### config.mk
export PLATFORM = sky130hd
export DESIGN_NAME = lsb_mem_port_flat
export DESIGN_NICKNAME = d
export VERILOG_FILES = /design/src/rtl/lsb_mem_port_if.sv /design/src/rtl/lsb_mem_port.sv /design/src/flat_wrapper.sv
export SDC_FILE = /design/constraint.sdc
export NUM_CORES = 1
export LEC_CHECK = 0
export ABC_AREA = 1
export CAP_MARGIN = 0
export CELL_PAD_IN_SITES_DETAIL_PLACEMENT = 0
export CELL_PAD_IN_SITES_GLOBAL_PLACEMENT = 1
export CORE_ASPECT_RATIO = 1.2
export CORE_UTILIZATION = 28
export CTS_BUF_LIST = sky130_fd_sc_hd__clkbuf_8
export DETAILED_ROUTE_END_ITERATION = 10
export PLACE_DENSITY_LB_ADDON = 0.1
export SLEW_MARGIN = 5
export SYNTH_ARGS = -nofsm -noshare
export SYNTH_HDL_FRONTEND = slang
export SYNTH_SLANG_ARGS = --single-unit
### constraint.sdc
create_clock -name clk_in -period 1.5 [get_ports clk_in]
set_input_delay 0.225 -clock clk_in [delete_from_list [all_inputs] [get_ports clk_in]]
set_output_delay 0.225 -clock clk_in [all_outputs]
set_load 0.01 [all_outputs]
### src/rtl/lsb_mem_port_if.sv
// Bundled request, memory-controller and result signals of the LSB memory port.
// The master modport is the port block itself and the slave modport is its environment.
interface lsb_mem_port_if #(
    parameter int ROB_TAG_W = 4
);
    logic                 req_valid;
    logic                 req_ready;
    logic                 req_is_store;
    logic [2:0]           req_funct3;
    logic [31:0]          req_addr;
    logic [31:0]          req_wdata;
    logic [ROB_TAG_W-1:0] req_tag;

    logic                 mem_req;
    logic                 mem_r_nw;
    logic [1:0]           mem_work_type;
    logic [31:0]          mem_addr;
    logic [31:0]          mem_wdata;
    logic                 mem_recive;
    logic                 mem_done;
    logic [31:0]          mem_rdata;

    logic                 res_valid;
    logic [ROB_TAG_W-1:0] res_tag;
    logic [31:0]          res_data;

    modport master (
        input  req_valid, req_is_store, req_funct3, req_addr, req_wdata, req_tag,
        output req_ready,
        output mem_req, mem_r_nw, mem_work_type, mem_addr, mem_wdata,
        input  mem_recive, mem_done, mem_rdata,
        output res_valid, res_tag, res_data
    );

    modport slave (
        output req_valid, req_is_store, req_funct3, req_addr, req_wdata, req_tag,
        input  req_ready,
        input  mem_req, mem_r_nw, mem_work_type, mem_addr, mem_wdata,
        output mem_recive, mem_done, mem_rdata,
        input  res_valid, res_tag, res_data
    );
endinterface

### src/rtl/lsb_mem_port.sv
// Single-outstanding memory port between the LSB head and the memory controller.
// One access at a time: accept, issue until the controller takes it, wait for completion, report.
module lsb_mem_port #(
    parameter int ROB_TAG_W = 4
) (
    input  logic               clk_in,
    input  logic               rst_in,
    input  logic               rdy_in,
    input  logic               _clear,
    lsb_mem_port_if.master     bus
);
    localparam logic [1:0] S_IDLE  = 2'd0;
    localparam logic [1:0] S_ISSUE = 2'd1;
    localparam logic [1:0] S_WAIT  = 2'd2;
    localparam logic [1:0] S_RESP  = 2'd3;

    logic [1:0]           state_q,     state_d;
    logic                 is_store_q,  is_store_d;
    logic [2:0]           funct3_q,    funct3_d;
    logic [1:0]           work_type_q, work_type_d;
    logic [31:0]          addr_q,      addr_d;
    logic [31:0]          wdata_q,     wdata_d;
    logic [ROB_TAG_W-1:0] tag_q,       tag_d;
    logic [31:0]          res_data_q,  res_data_d;

    // Access size encoding: byte count minus one, the 11 pattern treated as a word.
    function automatic logic [1:0] size_code(input logic [1:0] f);
        case (f)
            2'b00:   size_code = 2'd0;
            2'b01:   size_code = 2'd1;
            default: size_code = 2'd3;
        endcase
    endfunction

    // Pick the low-order bytes out of the left-justified read word and extend them.
    function automatic logic [31:0] load_ext(input logic [2:0] f, input logic [31:0] d);
        case (f)
            3'b000:  load_ext = {{24{d[31]}}, d[31:24]};
            3'b001:  load_ext = {{16{d[31]}}, d[31:16]};
            3'b100:  load_ext = {24'd0, d[31:24]};
            3'b101:  load_ext = {16'd0, d[31:16]};
            default: load_ext = d;
        endcase
    endfunction

    // Next-state and request-latch logic; a flush overrides every other event.
    always_comb begin
        state_d     = state_q;
        is_store_d  = is_store_q;
        funct3_d    = funct3_q;
        work_type_d = work_type_q;
        addr_d      = addr_q;
        wdata_d     = wdata_q;
        tag_d       = tag_q;
        res_data_d  = res_data_q;
        if (_clear) begin
            state_d = S_IDLE;
        end else begin
            case (state_q)
                S_IDLE: begin
                    if (bus.req_valid && bus.req_ready) begin
                        is_store_d  = bus.req_is_store;
                        funct3_d    = bus.req_funct3;
                        work_type_d = size_code(bus.req_funct3[1:0]);
                        addr_d      = bus.req_addr;
                        wdata_d     = bus.req_wdata;
                        tag_d       = bus.req_tag;
                        state_d     = S_ISSUE;
                    end else begin
                        state_d = S_IDLE;
                    end
                end
                S_ISSUE: begin
                    if (bus.mem_recive) begin
                        state_d = S_WAIT;
                    end else begin
                        state_d = S_ISSUE;
                    end
                end
                S_WAIT: begin
                    if (bus.mem_done) begin
                        res_data_d = is_store_q ? 32'd0 : load_ext(funct3_q, bus.mem_rdata);
                        state_d    = S_RESP;
                    end else begin
                        state_d = S_WAIT;
                    end
                end
                S_RESP:  state_d = S_IDLE;
                default: state_d = S_IDLE;
            endcase
        end
    end

    // State registers: reset always wins, rdy_in low freezes everything.
    always_ff @(posedge clk_in) begin
        if (rst_in) begin
            state_q     <= S_IDLE;
            is_store_q  <= 1'b0;
            funct3_q    <= 3'd0;
            work_type_q <= 2'd0;
            addr_q      <= 32'd0;
            wdata_q     <= 32'd0;
            tag_q       <= {ROB_TAG_W{1'b0}};
            res_data_q  <= 32'd0;
        end else if (rdy_in) begin
            state_q     <= state_d;
            is_store_q  <= is_store_d;
            funct3_q    <= funct3_d;
            work_type_q <= work_type_d;
            addr_q      <= addr_d;
            wdata_q     <= wdata_d;
            tag_q       <= tag_d;
            res_data_q  <= res_data_d;
        end
    end

    assign bus.req_ready     = (state_q == S_IDLE);
    assign bus.mem_req       = (state_q == S_ISSUE);
    assign bus.mem_r_nw      = is_store_q;
    assign bus.mem_work_type = work_type_q;
    assign bus.mem_addr      = addr_q;
    assign bus.mem_wdata     = wdata_q;
    assign bus.res_valid     = (state_q == S_RESP);
    assign bus.res_tag       = tag_q;
    assign bus.res_data      = res_data_q;
endmodule

### src/flat_wrapper.sv
// flat-port wrapper written by rule: the top's interface ports become plain ports
module lsb_mem_port_flat 
#(
    parameter int ROB_TAG_W = 4
)
  (clk_in, rst_in, rdy_in, _clear, bus_req_valid, bus_req_is_store, bus_req_funct3, bus_req_addr, bus_req_wdata, bus_req_tag, bus_req_ready, bus_mem_req, bus_mem_r_nw, bus_mem_work_type, bus_mem_addr, bus_mem_wdata, bus_mem_recive, bus_mem_done, bus_mem_rdata, bus_res_valid, bus_res_tag, bus_res_data);
  lsb_mem_port_if #(.ROB_TAG_W(ROB_TAG_W)) bus_i ();
  input  logic clk_in;
  input  logic rst_in;
  input  logic rdy_in;
  input  logic _clear;
  input wire logic [$bits(bus_i.req_valid)-1:0] bus_req_valid;
  input wire logic [$bits(bus_i.req_is_store)-1:0] bus_req_is_store;
  input wire logic [$bits(bus_i.req_funct3)-1:0] bus_req_funct3;
  input wire logic [$bits(bus_i.req_addr)-1:0] bus_req_addr;
  input wire logic [$bits(bus_i.req_wdata)-1:0] bus_req_wdata;
  input wire logic [$bits(bus_i.req_tag)-1:0] bus_req_tag;
  output wire logic [$bits(bus_i.req_ready)-1:0] bus_req_ready;
  output wire logic [$bits(bus_i.mem_req)-1:0] bus_mem_req;
  output wire logic [$bits(bus_i.mem_r_nw)-1:0] bus_mem_r_nw;
  output wire logic [$bits(bus_i.mem_work_type)-1:0] bus_mem_work_type;
  output wire logic [$bits(bus_i.mem_addr)-1:0] bus_mem_addr;
  output wire logic [$bits(bus_i.mem_wdata)-1:0] bus_mem_wdata;
  input wire logic [$bits(bus_i.mem_recive)-1:0] bus_mem_recive;
  input wire logic [$bits(bus_i.mem_done)-1:0] bus_mem_done;
  input wire logic [$bits(bus_i.mem_rdata)-1:0] bus_mem_rdata;
  output wire logic [$bits(bus_i.res_valid)-1:0] bus_res_valid;
  output wire logic [$bits(bus_i.res_tag)-1:0] bus_res_tag;
  output wire logic [$bits(bus_i.res_data)-1:0] bus_res_data;
  assign bus_i.req_valid = bus_req_valid;
  assign bus_i.req_is_store = bus_req_is_store;
  assign bus_i.req_funct3 = bus_req_funct3;
  assign bus_i.req_addr = bus_req_addr;
  assign bus_i.req_wdata = bus_req_wdata;
  assign bus_i.req_tag = bus_req_tag;
  assign bus_req_ready = bus_i.req_ready;
  assign bus_mem_req = bus_i.mem_req;
  assign bus_mem_r_nw = bus_i.mem_r_nw;
  assign bus_mem_work_type = bus_i.mem_work_type;
  assign bus_mem_addr = bus_i.mem_addr;
  assign bus_mem_wdata = bus_i.mem_wdata;
  assign bus_i.mem_recive = bus_mem_recive;
  assign bus_i.mem_done = bus_mem_done;
  assign bus_i.mem_rdata = bus_mem_rdata;
  assign bus_res_valid = bus_i.res_valid;
  assign bus_res_tag = bus_i.res_tag;
  assign bus_res_data = bus_i.res_data;
  lsb_mem_port #(.ROB_TAG_W(ROB_TAG_W)) u_core (.clk_in(clk_in), .rst_in(rst_in), .rdy_in(rdy_in), ._clear(_clear), .bus(bus_i));
endmodule
==> implementation parameters <==
Parameter                              Value

Status
  Result of the run    finished clean

Synthesis
  Net count after synthesis    ~750
  Sequential element share of the synthesized area    0.489
  Yosys warning total    0
  Post-synthesis cell count    between 600 and 700
  Post-Synthesis Cell Area    4420 sq um
  Distinct cell type count after synthesis    16
  Synthesis-stage register bit count    around 110
  Syn avg cell area    6.91 sq um

Detailed routing
  Post-detailed-route count of antenna-violating nets    0
  DR pass1 iterations    5
  Routed wire length    between 10,000 and 15,000 microns
  Mean number of vias per cell    roughly 4.5
  Mean routed wirelength per cell    approximately 14 microns
  Drt first-iter violations    between 200 and 300
  Vias post-DR    approximately 4,700
  DR DRC count    0

Placement
  Cell Count Post-Placement    1,044
  Number of I/O port buffers    216
  HPWL after DPL    approximately 11,000 microns
  Setup slack after placement    -217 ps
  RePlAce Congestion    0.836
  Dpl cell area    6910 sq um

Worst setup path
  Arrival @ worst endpoint    1220 ps
  Number of buffers and inverters on the critical path    1
  Type of element launching the critical path    flop
  Family with the most delay on the worst path    flip-flops
  Critical Path Fanout Max    5
  CP peak stage delay    370 ps
  End of the worst register-to-register path    u_core.bus.res_data[19]
  Req. time, crit path    1270 ps
  Startpoint of the lowest-slack register-to-register path    u_core.funct3_q[1]
  Depth of the most critical reg-to-reg path    7
  Worst setup path class    reg2out
  Worst-case register-to-register setup slack    130 ps
  Nature of the critical path endpoint    output port
  Cell with the largest stage delay on the worst path    sky130_fd_sc_hd__dfxtp_4
  Cell breakdown of the critical path    nor2_2, dlygate4sd2_1

Final layout
  Most common cell after layout, fill and taps aside    sky130_fd_sc_hd__nand2_1
  Antenna Cells    0
  End-of-flow core utilization    0.458
  Area added between synthesis and finish    57.5%
  Commonest cells after routing, fill and taps aside    sky130_fd_sc_hd__nand2_1 (231), sky130_fd_sc_hd__clkdlybuf4s50_1 (109), sky130_fd_sc_hd__dfxtp_1 (106)
  Post-route insts no fill    approximately 1,100
  Summed area of non-filler cells in the final layout    6960 sq um
  Fraction of layout cells with a size suffix above 1    0.0596
  Post-layout nets    roughly 960

Power
  Maximum vdd drop    364 uV
  Reported leakage power    3.08 nW
  Total power consumption of the routed design    5.47 mW
  Power Dens Cells    785 nW/um^2

Floorplan
  Core Box Area    15,200 sq um
  DIE AREA    16,300 sq um
  Io pins    217
  Row count    slightly below 50
  Die boundary width    roughly 120 microns
  Chip Height    140 microns
  Starting Density    0.291

Clocking
  CTS tree    yes
  Buffer count from post-CTS setup fixing    0
  Largest buffer count on any clock path    2
  Clock tree root buffer cell    sky130_fd_sc_hd__clkbuf_8
  Clock-pin slew of the registers on the worst-case setup and hold paths    approximately 100 ps
  Number of H-tree levels    3
  Clock sink count    108
  Clock latency reported for the late side of the worst-skew pair    380 ps
  Clock buffers created by TritonCTS    9

Global routing
  Maximum number of pins on one net before global-route repair    64
  Global routing usage summed across all routing layers    0.180
  Number of global-route vias before repair    4,616
  Antenna violations before repair    0
  Global-route wire length before repair    22,600 microns
  Aggregate global routing overflow    0

STA
  Period utilisation layout    0.963
  Worst Skew    7.81 ps
  Fin Setup TNS    0 ps
  Final setup slack of the worst path    55.5 ps
  Final hold violation count    0
  Max transition margin    0.720
  Total count of max-transition violations in the final report    0
  Setup Viol. Count Final    0
  Hold WS    285 ps
  Slew at the pin with the worst max-slew slack    between 400 and 500 ps
  Tmin final    roughly 1400 ps
  Fmax achieved    0.692 GHz

Min path
  Path type of the worst min-delay path    in2reg
  Hold path startpoint    rst_in
  Endpoint, Worst Hold    u_core.bus.mem_wdata[17]
  Worst hold path cell count    3

Run
  Max-capacitance violation count    0
-- synthesized netlist by cell type (all sizes together) --
cell type	count	area, sq um
inv	43	161
nor2	70	278
nand3	49	245
dfxtp	108	2160
nor3	2	21.3
o21ai	3	15.0
clkbuf	17	63.8
a21oi	93	465
nand2	231	867
buf	24	140
-- report_power, final --
part	leakage [nW]	total, mW	internal (mW)	switching [mW]
clock	0.0877	1.68	0.650	1.03
combinational	2.12	0.818	0.451	0.367
sequential	0.876	2.97	2.93	0.0374
-- registers in the layout (all words and copies together), names as in the netlist --
name,count
u_core.bus.mem_addr,32
u_core.bus.mem_r_nw,1
u_core.bus.mem_wdata,32
u_core.bus.mem_work_type,2
u_core.bus.res_data,32
u_core.bus.res_tag,4
u_core.funct3_q,3
u_core.state_q,2
-- how the worst max path moves through the flow --
stage                                 start                      end  slack (ps)  depth (start not counted)
after CTS                 u_core.state_q[1]              bus_mem_req          10                          4
after floorplan           u_core.state_q[1]  u_core.bus.res_data[21]         240                          6
after global routing      u_core.state_q[1]              bus_mem_req          -3                          4
after detailed placement             rdy_in        u_core.state_q[0]        -220                          9
after global placement               _clear        u_core.state_q[0]        -210                          8
final                     u_core.state_q[1]            bus_req_ready          60                          2
-- tightest hold or removal path, stage by stage --
cell,delay [ps]
sky130_fd_sc_hd__buf_4,110
sky130_fd_sc_hd__buf_12,230
sky130_fd_sc_hd__a21oi_1,60
-- metal layers --
| metal | global-route usage | vias up | share of wire | wire length, microns |
|---|---|---|---|---|
| met2 | 0.313 | 160 | 0.50 | 7170 |
| met3 | 0.0531 | 13 | 0.075 | 1090 |
| met5 | 0 | - | 0 | 0 |
| met1 | 0.205 | 2148 | 0.41 | 5950 |
| met4 | 0.0686 | 0 | 0.017 | 241 |
| li1 | - | 2422 | - | - |
-- what timing repair did --
item                                    4_1_cts  5_1_grt
endpoints found under the setup margin      106        1
endpoints found under the hold margin         0        0
gates resized for setup                     108        2
hold buffers                                  0        0
-- cell families (layout without fill, tap and decap cells) --
kind of cell / after synthesis / count (layout) / synth area share
AOI/OAI and AO/OA: 96 / 96 / 0.109
buffers and inverters: 84 / 299 / 0.0827
DFF: 108 / 108 / 0.489
and+or+nand+nor: 352 / 352 / 0.319
-- area by class of cell --
cell class                      instances  area, sq um
Clock buffer                           10          138
Clock inverter                          5         38.8
Fill cell                            1649         8240
Inverter                               43          161
Multi-Input combinational cell        448         1900
Sequential cell                       108         2170
Tap cell                              204          255
Timing Repair Buffer                  241         2300
Power figures use the tool's default switching activity.
